--- config.mk ---
export PLATFORM = sky130hd
export DESIGN_NAME = eth_fcs_inserter
export DESIGN_NICKNAME = d
export VERILOG_FILES = /design/src/rtl/eth_fcs_pkg.sv /design/src/rtl/eth_fcs_inserter_crc32_step.sv /design/src/rtl/eth_fcs_inserter.sv
export SDC_FILE = /design/constraint.sdc
export NUM_CORES = 1
export LEC_CHECK = 0
export CORE_ASPECT_RATIO = 2
export CORE_UTILIZATION = 50
export CTS_BUF_LIST = sky130_fd_sc_hd__clkbuf_2
export DETAILED_ROUTE_END_ITERATION = 12
export HOLD_SLACK_MARGIN = 0.1
export PLACE_DENSITY = 0.74
export SLEW_MARGIN = 20
export SYNTH_ARGS = -nofsm -noshare
export SYNTH_HDL_FRONTEND = slang
export SYNTH_SLANG_ARGS = --single-unit
--- constraint.sdc ---
create_clock -name clk -period 2.2 [get_ports clk]
set_input_delay 0.44 -clock clk [delete_from_list [all_inputs] [get_ports clk]]
set_output_delay 0.44 -clock clk [all_outputs]
set_load 0.02 [all_outputs]
--- src/rtl/eth_fcs_pkg.sv ---
// Shared types and constants for the Ethernet FCS inserter.
// Latency: n/a (declarations only).
// Backpressure: n/a.
package eth_fcs_pkg;

    typedef enum logic [1:0] {
        IDLE = 2'd0,
        DATA = 2'd1,
        PAD  = 2'd2,
        FCS  = 2'd3
    } state_t;

    localparam logic [31:0] CRC_INIT    = 32'hFFFF_FFFF;
    localparam logic [31:0] CRC_POLY    = 32'h04C1_1DB7;
    // Value left in the MSB-first register after running it over payload plus FCS.
    localparam logic [31:0] CRC_RESIDUE = 32'hC704_DD7B;

    function automatic logic [7:0] bitrev8(input logic [7:0] b);
        logic [7:0] r;
        r = 8'h00;
        for (int i = 0; i < 8; i++) begin
            r[i] = b[7-i];
        end
        return r;
    endfunction

endpackage

--- src/rtl/eth_fcs_inserter_crc32_step.sv ---
// One-byte CRC-32 update, MSB-first register with bit-reversed input byte.
// Latency: purely combinational, no register.
// Backpressure: none; the caller decides when the result is captured.
module eth_fcs_inserter_crc32_step
    import eth_fcs_pkg::*;
(
    input  logic [31:0] i_crc,
    input  logic [7:0]  i_data,
    output logic [31:0] o_crc
);

    logic [7:0]  w_din;
    logic [31:0] w_acc;

    // Shift the byte in bit by bit; reversing first makes bit 0 of the wire byte go in first.
    always_comb begin
        w_din = bitrev8(i_data);
        w_acc = i_crc;
        for (int i = 7; i >= 0; i--) begin
            if (w_acc[31] ^ w_din[i]) begin
                w_acc = {w_acc[30:0], 1'b0} ^ CRC_POLY;
            end else begin
                w_acc = {w_acc[30:0], 1'b0};
            end
        end
    end

    assign o_crc = w_acc;

endmodule

--- src/rtl/eth_fcs_inserter.sv ---
// Transmit-path FCS inserter: passes payload, zero-pads short frames, appends CRC-32.
// Latency: 1 cycle from input accept to m_valid (single output register).
// Backpressure: s_ready follows m_ready combinationally; deasserted during pad/FCS.
module eth_fcs_inserter
    import eth_fcs_pkg::*;
#(
    parameter int MIN_LEN = 60,
    parameter bit PAD_EN  = 1'b1,
    parameter int CNT_W   = 16
) (
    input  logic             clk,
    input  logic             reset,
    input  logic [7:0]       s_data,
    input  logic             s_valid,
    input  logic             s_last,
    output logic             s_ready,
    output logic [7:0]       m_data,
    output logic             m_valid,
    output logic             m_last,
    input  logic             m_ready,
    output logic             busy,
    output logic [CNT_W-1:0] frame_count
);

    localparam logic [7:0] MIN_LEN_B = MIN_LEN[7:0];

    state_t           r_state;
    logic [31:0]      r_crc;
    logic [7:0]       r_byte_cnt;
    logic [1:0]       r_fcs_idx;
    logic [7:0]       r_m_data;
    logic             r_m_valid;
    logic             r_m_last;
    logic [CNT_W-1:0] r_frame_count;

    state_t      w_nxt_state;
    logic [31:0] w_nxt_crc;
    logic [7:0]  w_nxt_cnt;
    logic [1:0]  w_nxt_idx;
    logic        w_load;
    logic [7:0]  w_load_data;
    logic        w_load_last;

    logic        w_adv;
    logic        w_accept;
    logic [31:0] w_step_crc_in;
    logic [7:0]  w_step_byte;
    logic [31:0] w_step_crc_out;
    logic [7:0]  w_cnt_inc;
    logic [7:0]  w_cnt_sat;
    logic [7:0]  w_fcs_sel;
    logic [7:0]  w_fcs_byte;

    // The output register may take a new byte when it is empty or being drained.
    assign w_adv    = !r_m_valid || m_ready;
    assign s_ready  = w_adv && ((r_state == IDLE) || (r_state == DATA));
    assign w_accept = s_valid && s_ready;

    // A frame always starts from the init value, so IDLE bypasses the stale register.
    assign w_step_crc_in = (r_state == IDLE) ? CRC_INIT : r_crc;
    assign w_step_byte   = (r_state == PAD) ? 8'h00 : s_data;

    eth_fcs_inserter_crc32_step u_step (
        .i_crc  (w_step_crc_in),
        .i_data (w_step_byte),
        .o_crc  (w_step_crc_out)
    );

    // byte_cnt only has to reach MIN_LEN, so it stops there and long frames never overflow it.
    assign w_cnt_inc = r_byte_cnt + 8'd1;
    assign w_cnt_sat = (r_byte_cnt >= MIN_LEN_B) ? MIN_LEN_B : w_cnt_inc;

    // FCS goes out low byte first; each byte is the complemented, bit-reversed register slice.
    always_comb begin
        w_fcs_sel = r_crc[31:24];
        case (r_fcs_idx)
            2'd0:    w_fcs_sel = r_crc[31:24];
            2'd1:    w_fcs_sel = r_crc[23:16];
            2'd2:    w_fcs_sel = r_crc[15:8];
            default: w_fcs_sel = r_crc[7:0];
        endcase
        w_fcs_byte = ~bitrev8(w_fcs_sel);
    end

    // Next-state, CRC sequencing and output-register load decisions.
    always_comb begin
        w_nxt_state = r_state;
        w_nxt_crc   = r_crc;
        w_nxt_cnt   = r_byte_cnt;
        w_nxt_idx   = r_fcs_idx;
        w_load      = 1'b0;
        w_load_data = 8'h00;
        w_load_last = 1'b0;
        case (r_state)
            IDLE: begin
                if (w_accept) begin
                    w_load      = 1'b1;
                    w_load_data = s_data;
                    w_nxt_crc   = w_step_crc_out;
                    w_nxt_cnt   = 8'd1;
                    if (s_last) begin
                        w_nxt_state = (PAD_EN && (8'd1 < MIN_LEN_B)) ? PAD : FCS;
                    end else begin
                        w_nxt_state = DATA;
                    end
                end
            end
            DATA: begin
                if (w_accept) begin
                    w_load      = 1'b1;
                    w_load_data = s_data;
                    w_nxt_crc   = w_step_crc_out;
                    w_nxt_cnt   = w_cnt_sat;
                    if (s_last) begin
                        w_nxt_state = (PAD_EN && (w_cnt_sat < MIN_LEN_B)) ? PAD : FCS;
                    end
                end
            end
            PAD: begin
                if (w_adv) begin
                    w_load      = 1'b1;
                    w_load_data = 8'h00;
                    w_nxt_crc   = w_step_crc_out;
                    w_nxt_cnt   = w_cnt_inc;
                    if (w_cnt_inc == MIN_LEN_B) begin
                        w_nxt_state = FCS;
                    end
                end
            end
            FCS: begin
                if (w_adv) begin
                    w_load      = 1'b1;
                    w_load_data = w_fcs_byte;
                    w_nxt_idx   = r_fcs_idx + 2'd1;
                    if (r_fcs_idx == 2'd3) begin
                        w_load_last = 1'b1;
                        w_nxt_idx   = 2'd0;
                        w_nxt_state = IDLE;
                    end
                end
            end
            default: begin
                w_nxt_state = IDLE;
            end
        endcase
    end

    // Control state and CRC register; synchronous reset discards any partial frame.
    always_ff @(posedge clk) begin
        if (reset) begin
            r_state    <= IDLE;
            r_crc      <= CRC_INIT;
            r_byte_cnt <= 8'd0;
            r_fcs_idx  <= 2'd0;
        end else begin
            r_state    <= w_nxt_state;
            r_crc      <= w_nxt_crc;
            r_byte_cnt <= w_nxt_cnt;
            r_fcs_idx  <= w_nxt_idx;
        end
    end

    // Output register: loads only when advancing, so data and last hold during a stall.
    always_ff @(posedge clk) begin
        if (reset) begin
            r_m_valid <= 1'b0;
            r_m_last  <= 1'b0;
            r_m_data  <= 8'h00;
        end else if (w_load) begin
            r_m_valid <= 1'b1;
            r_m_last  <= w_load_last;
            r_m_data  <= w_load_data;
        end else if (w_adv) begin
            r_m_valid <= 1'b0;
            r_m_last  <= 1'b0;
        end
    end

    // Completed-frame counter, stepped by the handshake of the final FCS byte.
    always_ff @(posedge clk) begin
        if (reset) begin
            r_frame_count <= '0;
        end else if (r_m_valid && m_ready && r_m_last) begin
            r_frame_count <= r_frame_count + CNT_W'(1);
        end
    end

    assign m_data      = r_m_data;
    assign m_valid     = r_m_valid;
    assign m_last      = r_m_last;
    assign busy        = (r_state != IDLE) || r_m_valid;
    assign frame_count = r_frame_count;

endmodule

==> results of run 1 <==
tightest hold or removal path: cells and delay by family (launching register included):
kind	cells	cell delay, ns
AOI/OAI and AO/OA	1	0.05
and+or+nand+nor	1	0.06
DFF	1	0.38
path summary, 6_finish.rpt:
kind                                              end  slack [ns]  cells after the start
worst min-delay path              m_last$_SDFFE_PP0P_        0.50                      2
worst max register to register  r_crc[8]$_SDFFE_PP1P_           0                     10
worst max-delay path            r_crc[8]$_SDFFE_PP1P_      -0.008                      8
worst min register to register    m_last$_SDFFE_PP0P_        0.50                      2
layout by cell type (no fill, tap or decap), types with 4 or more instances in the layout:
| cell type | n |
|---|---|
| nor2_1 | 82 |
| nor2b_1 | 5 |
| nand4_1 | 4 |
| and3_1 | 4 |
| buf_6 | 4 |
| dfxtp_1 | 57 |
| a222oi_1 | 16 |
| a21oi_1 | 14 |
| xnor2_2 | 11 |
| clkdlybuf4s50_1 | 36 |
| ha_1 | 9 |
| nand3_1 | 10 |
| xnor2_1 | 48 |
| o211ai_1 | 42 |
| inv_4 | 4 |
| a31oi_1 | 4 |
| xor2_1 | 29 |
| nor2_2 | 4 |
| nand2_1 | 60 |
| buf_4 | 86 |
| o21ai_0 | 19 |
| a211oi_2 | 12 |
| clkbuf_2 | 9 |
| inv_1 | 12 |
| nor3_1 | 7 |
| a211oi_1 | 4 |
| dfxtp_2 | 12 |
through the flow:
step | power (W) | utilization
floorplan | 0.00545 | -
global placement | 0.00721 | 0.629
detailed placement | 0.00735 | 0.629
CTS | 0.00838 | 0.656
global route | 0.00946 | 0.684
finish | 0.00893 | 0.684
layout make-up:
cell class,count,area share
multi-input combinational,430,0.517
sequential,70,0.240
timing repair buffer,133,0.191
tap,100,0.0211
inverter,16,0.0118
clock inverter,7,0.0104
clock buffer,9,0.00761
antenna,1,0.000423
sequential cells by signal (all words and copies together), names as in the netlist:
| name | cells |
|---|---|
| r_crc | 32 |
| r_byte_cnt | 8 |
| m_last | 1 |
| m_data | 8 |
| frame_count | 16 |
| r_state | 2 |
| m_valid | 1 |
| r_fcs_idx | 2 |
kinds of logic (layout without fill, tap and decap cells):
family,count (synthesis),in the layout,share of synthesized area
fa+ha+maj,12,12,0.0335
xor+xnor,93,93,0.201
flops,70,70,0.313
mux,2,2,0.00447
compound gates,124,124,0.201
buf+inv,53,165,0.0545
other cells,0,1,0
simple gates,199,199,0.193
layer usage:
layer | track usage | vias to the layer above | share of wire
met1 | 0.296 | 2171 | 0.34
met3 | 0.0973 | 76 | 0.061
met5 | 0 | - | 0
met4 | 0.254 | 0 | 0.090
met2 | 0.529 | 193 | 0.51
li1 | - | 2156 | -
power by group:
group / internal (W) / switching [W] / total (W)
clock network: 0.000170 / 0.000557 / 0.000727
logic: 0.00307 / 0.00316 / 0.00623
registers: 0.00160 / 0.000374 / 0.00198
what timing repair did:
item	in CTS	in global routing
gates cloned	1	0
hold buffers	0	0
pin swaps	7	16
buffers inserted	6	8
endpoints found under the hold margin	0	0
endpoints found under the setup margin	18	30
resized for setup	34	51
==> results.tsv, run 1 <==
stage	metric	value	unit
logic_synthesis	synthFlopType	dfxtp_1	
final_layout	multi_input_area	0.00306	sq mm
critical_path	endpoint_kind	flop	
floorplanning	fp-row-count	48	
logic_synthesis	yosys.area.top_type_share	0.313	
floorplanning	io_pins	41	
final_layout	area_growth	32.1	%
critical_path	critPathTopFamily	compound AO/OA/AOI/OAI gates	
critical_path	worstPathArrival	2.67	ns
clock_network	clkLatencyLatePin	0.56	ns
logic_synthesis	avgSynthCellArea	8.10	sq um
worst_hold_path	hold_path.class	reg -> reg	
logic_synthesis	synthTopCellsByArea	dfxtp_1 31%, xnor2_1 11%, nor2_1 7.2%	
logic_synthesis	syn_area	0.00448	sq mm
timing	whs	0.501	ns
place	placed_area	0.00544	sq mm
critical_path	crit_required	2.66	ns
global_route	overflow	0	
flow_run	maxCapViolCount	0	
logic_synthesis	synthTopCellsByCount	86 x nor2_1, 70 x dfxtp_1, 61 x nand2_1	
worst_hold_path	holdCritStartpoint	m_last$_SDFFE_PP0P_	
critical_path	r2r-start	r_state[1]$_SDFFE_PP0P_	
critical_path	slowest_delay	0.58	ns
place	placed_cells	736	
timing	slew_viol_final	0	
timing	setup_ws	-0.00761	ns
routing	via_per_inst	6.00	
global_route	antenna_found_initial	1	
floorplanning	die_y	136	um
place	dp_hpwl	10200	um
power	leakage	2.37	nW
critical_path	critPathKind	in -> reg	
routing	vias	4596	
place	dp_slack	-0.712	ns
final_layout	seqCellArea	0.00142	sq mm
outcome	violations	negative setup slack	
global_route	grt_use_total	0.314	
floorplanning	die_area	0.00937	sq mm
logic_synthesis	synth.most_common_cell	nor2_1	
timing	worst_pin_slew	0.410	ns
timing	finalHoldViolations	0	
logic_synthesis	synth_fp_nets	578	
clock_network	htree_levels	3	
logic_synthesis	synth_edf_count	0	
place	gp_congestion	0.948	
final_layout	finish.instance_area	0.00592	sq mm
final_layout	fillers	714	
routing	drtIter0Drc	412	
timing	fin_crit_sh	1.00	
routing	first_pass_iters	6	
power	peakVddDrop	808	uV
critical_path	cp-start-kind	input port	
timing	rsz0062_at_grt	true	
final_layout	nNetsFinal	685	
critical_path	crit_start	s_data[0]	
logic_synthesis	synth_top_cell_by_area	dfxtp_1	
clock_network	root_buffer	clkbuf_2	
global_route	grt_pass1_wl	21400	um
outcome	status	finished with violations	
floorplanning	coreArea	0.00865	sq mm
routing	ant_nets	0	
logic_synthesis	yosysUniqueCellTypes	46	
global_route	grt_max_degree	46	
routing	wirelength	13900	um
critical_path	cp_slowest_cell	clkdlybuf4s50_1	
timing	finalSetupTns	-0.00761	ns
logic_synthesis	seq_area_frac_synth	0.313	
clock_network	cts_tree	yes	
timing	fmax	0.453	GHz
critical_path	crit_chain	clkdlybuf4s50_1 > buf_4 > xor2_1 > o211ai_1 > a211oi_2 > o211ai_1 > a2111oi_2 > nor3_2	
routing	drc	0	
routing	post_drt_wl_per_cell	18.2	um
clock_network	cts_max_path_buffers	2	
timing	finalSetupViolCount	1	
place	io_buffers	40	
critical_path	cpMostUsedCell	o211ai_1	
power	p_per_area	1510	mW/mm^2
clock_network	cts_buffers	9	
final_layout	final_layout_size_suffix_gt1_frac	0.266	
logic_synthesis	synthArstFlopShare	0	
clock_network	clkTransAtPathRegs	0.22	ns
logic_synthesis	ys_ff_latch	70	
timing	final.min_clock_period	2.21	ns
critical_path	worstPathMaxFanout	5	
logic_synthesis	ys_warn_count	0	
global_route	grt_pass1_vias	4532	
final_layout	final_cells	766	
logic_synthesis	netlist_instances	553	
critical_path	cp_num_buf_inv	2	
timing	slew_headroom	0.726	
clock_network	clock_sinks	70	
floorplanning	die_x	68.9	um
floorplanning	start_util	0.518	
timing	fin_skew	0.0340	ns
Note: power is estimated with default switching activity, not from simulation.
==> run 2: changes to the inputs <==
--- a/config.mk
+++ b/config.mk
@@ -9,6 +9,7 @@
 export CORE_UTILIZATION = 50
 export CTS_BUF_LIST = sky130_fd_sc_hd__clkbuf_2
 export DETAILED_ROUTE_END_ITERATION = 12
+export GPL_TIMING_DRIVEN = 0
 export HOLD_SLACK_MARGIN = 0.1
 export PLACE_DENSITY = 0.74
 export SLEW_MARGIN = 20
==> run 2 against run 1 <==
The run still ends with negative setup slack left. Via count grew 8.4%. Hold slack lost 0.29 ns. Cell count grew 0.39%. Die area is the same. Fmax shrank 21%. Critical endpoint is now r_crc[11]$_SDFFE_PP1P_. Highest routed layer unchanged.
==> results.tsv, run 2 (synthesized netlist as in run 1, its figures left out) <==
stage	metric	value	unit	change
critical_path	endpoint_kind	flop		unchanged
global_route	overflow	0		unchanged
critical_path	worstPathArrival	3.23	ns	was 2.67 ns
timing	slew_viol_final	0		unchanged
clock_network	clkLatencyLatePin	0.56	ns	about the same
outcome	violations	negative setup slack		unchanged
floorplanning	io_pins	41		unchanged
routing	post_drt_wl_per_cell	23.6	um	was 18.2 um
global_route	grt_max_degree	13		was 46
place	io_buffers	37		was 40
floorplanning	fp-row-count	48		unchanged
place	dp_hpwl	10600	um	was 10200 um
final_layout	final_core_utilization	0.722		was 0.684
routing	wirelength	18100	um	was 13900 um
routing	via_per_inst	6.48		was 6.00
critical_path	crit_chain	buf_6 > ha_4 > inv_8 > a211oi_4 > buf_4 > o211ai_1 > a211oi_1 > nor3_1 > nor3_1		was clkdlybuf4s50_1 > buf_4 > xor2_1 > o211ai_1 > a211oi_2 > o211ai_1 > a2111oi_2 > nor3_2
global_route	grt_pass1_vias	4820		was 4532
critical_path	cp-start-kind	flop		was input port
global_route	antenna_found_initial	1		unchanged
routing	drc	0		unchanged
timing	finalHoldViolations	0		unchanged
floorplanning	coreArea	0.00865	sq mm	unchanged
critical_path	slowest_delay	0.50	ns	was 0.58 ns
final_layout	area_growth	39.3	%	was 32.1%
global_route	grt_use_total	0.390		was 0.314
timing	final.min_clock_period	2.78	ns	was 2.21 ns
timing	slew_headroom	0.565		was 0.726
final_layout	layout_common_cells	77 x nor2_1, 67 x dfxtp_1, 57 x buf_4, 57 x nand2_1, 42 x o211ai_1		was 86 x buf_4, 82 x nor2_1, 60 x nand2_1
critical_path	crit_required	2.65	ns	was 2.66 ns
floorplanning	die_y	136	um	unchanged
worst_hold_path	holdCritStartpoint	s_data[1]		was m_last$_SDFFE_PP0P_
power	p_per_area	1660	mW/mm^2	was 1510 mW/mm^2
clock_network	root_buffer	clkbuf_2		unchanged
timing	fmax	0.359	GHz	was 0.453 GHz
outcome	status	finished with violations		unchanged
final_layout	final_layout_size_suffix_gt1_frac	0.269		was 0.266
timing	finalSetupViolCount	16		was 1
final_layout	largest_reg_flops	32		unchanged
routing	ant_nets	0		unchanged
routing	first_pass_iters	10		was 6
critical_path	crit_start	r_state[1]$_SDFFE_PP0P_		was s_data[0]
clock_network	clock_sinks	70		unchanged
timing	setup_ws	-0.583	ns	was -0.00761 ns
critical_path	worstPathMaxFanout	8		was 5
routing	drtIter0Drc	720		was 412
floorplanning	die_x	68.9	um	unchanged
critical_path	cpMostUsedCell	nor3_1		was o211ai_1
power	peakVddDrop	779	uV	was 808 uV
final_layout	final_cells	769		was 766
routing	vias	4981		was 4596
final_layout	layout_commonest_cell	nor2_1		was buf_4
place	gp_congestion	1.00		was 0.948
critical_path	cp_slowest_cell	a211oi_1		was clkdlybuf4s50_1
clock_network	clkTransAtPathRegs	0.21	ns	was 0.22 ns
flow_run	maxCapViolCount	0		unchanged
timing	rsz0062_at_grt	true		unchanged
worst_hold_path	hold_path.class	in -> reg		was reg -> reg
clock_network	htree_levels	3		unchanged
global_route	grt_pass1_wl	25900	um	was 21400 um
clock_network	cts_max_path_buffers	2		unchanged
final_layout	nNetsFinal	688		was 685
floorplanning	start_util	0.518		unchanged
critical_path	ff2ff_setup_slack	-0.58	ns	was 0 ns
clock_network	cts_buffers	9		unchanged
timing	fin_skew	0.0285	ns	was 0.0340 ns
final_layout	top_register	r_crc		unchanged
place	placed_cells	690		was 736
critical_path	critPathKind	reg -> reg		was in -> reg
timing	fin_crit_sh	1.27		was 1.00
critical_path	r2r-start	r_state[1]$_SDFFE_PP0P_		unchanged
clock_network	cts_tree	yes		unchanged
power	leakage	2.41	nW	was 2.37 nW
floorplanning	die_area	0.00937	sq mm	unchanged
timing	worst_pin_slew	0.652	ns	was 0.410 ns
-- run 2: what timing repair did --
item	in CTS	in global routing
hold buffers	0	0
buffers inserted	38	24
gates cloned	1	1
gates resized for setup	102	61
pin swaps	27	29
setup endpoints to repair	50	46
-- run 2: final timing paths --
check,endpoint,cells past startpoint
worst min-delay path,m_data[1]$_SDFFE_PP0P_,3
worst min register to register,m_last$_SDFFE_PP0P_,2
worst max register to register,r_crc[11]$_SDFFE_PP1P_,9
worst max-delay path,r_crc[11]$_SDFFE_PP1P_,9
-- run 2: layout make-up --
type                    count  area, sq um
multi-input cells         431         3360
plain buffers              36          269
fillers                   663         2410
inverters                  16         76.3
well taps                 100          125
clock inverters             6         38.8
diodes                      1         2.50
flip-flops and latches     70         1410
repair buffers             99          906
clock buffers              10         50.0
-- run 2: where the power goes --
group          total [W]  leakage [nW]  switching [W]  internal (W)
Sequential       0.00195         0.575       0.000358       0.00159
Combinational    0.00778          1.78        0.00413       0.00365
Clock           0.000651        0.0593       0.000502      0.000149
Total             0.0104          2.41        0.00499       0.00539
-- run 2: worst max-delay path: cells and delay by family (launching register included) --
kind,cells,cell delay (ns)
adders and majority gates,1,0.25
DFF,1,0.42
buffers and inverters,3,0.39
and+or+nand+nor,2,0.49
AOI/OAI and AO/OA,3,1.13
-- run 2: routing by layer --
metal  vias up  part of all wire  global-route usage
met5         -                 0              0.0125
li1       2154                 -                   -
met3       142             0.091               0.115
met4         0              0.11               0.304
met1      2329              0.32               0.395
met2       356              0.48               0.635
-- run 2: through the flow --
| stage | worst slack (ns) | TNS [ns] | hold WS, ns | area, sq um | power [W] |
|---|---|---|---|---|---|
| 2_1_floorplan | 0.00989 | 0 | 0.466 | 4490 | 0.00545 |
| 3_3_place_gp | -0.807 | -21.25 | 0.463 | 4980 | 0.00658 |
| 3_5_place_dp | -0.837 | -25.39 | 0.474 | 4980 | 0.00667 |
| 4_1_cts | -0.0581 | -0.0991 | 0.210 | 5760 | 0.00869 |
| 5_1_grt | -0.435 | -3.01 | 0.221 | 6240 | 0.0108 |
| 6_report | -0.583 | -1.67 | 0.212 | 6240 | 0.0104 |
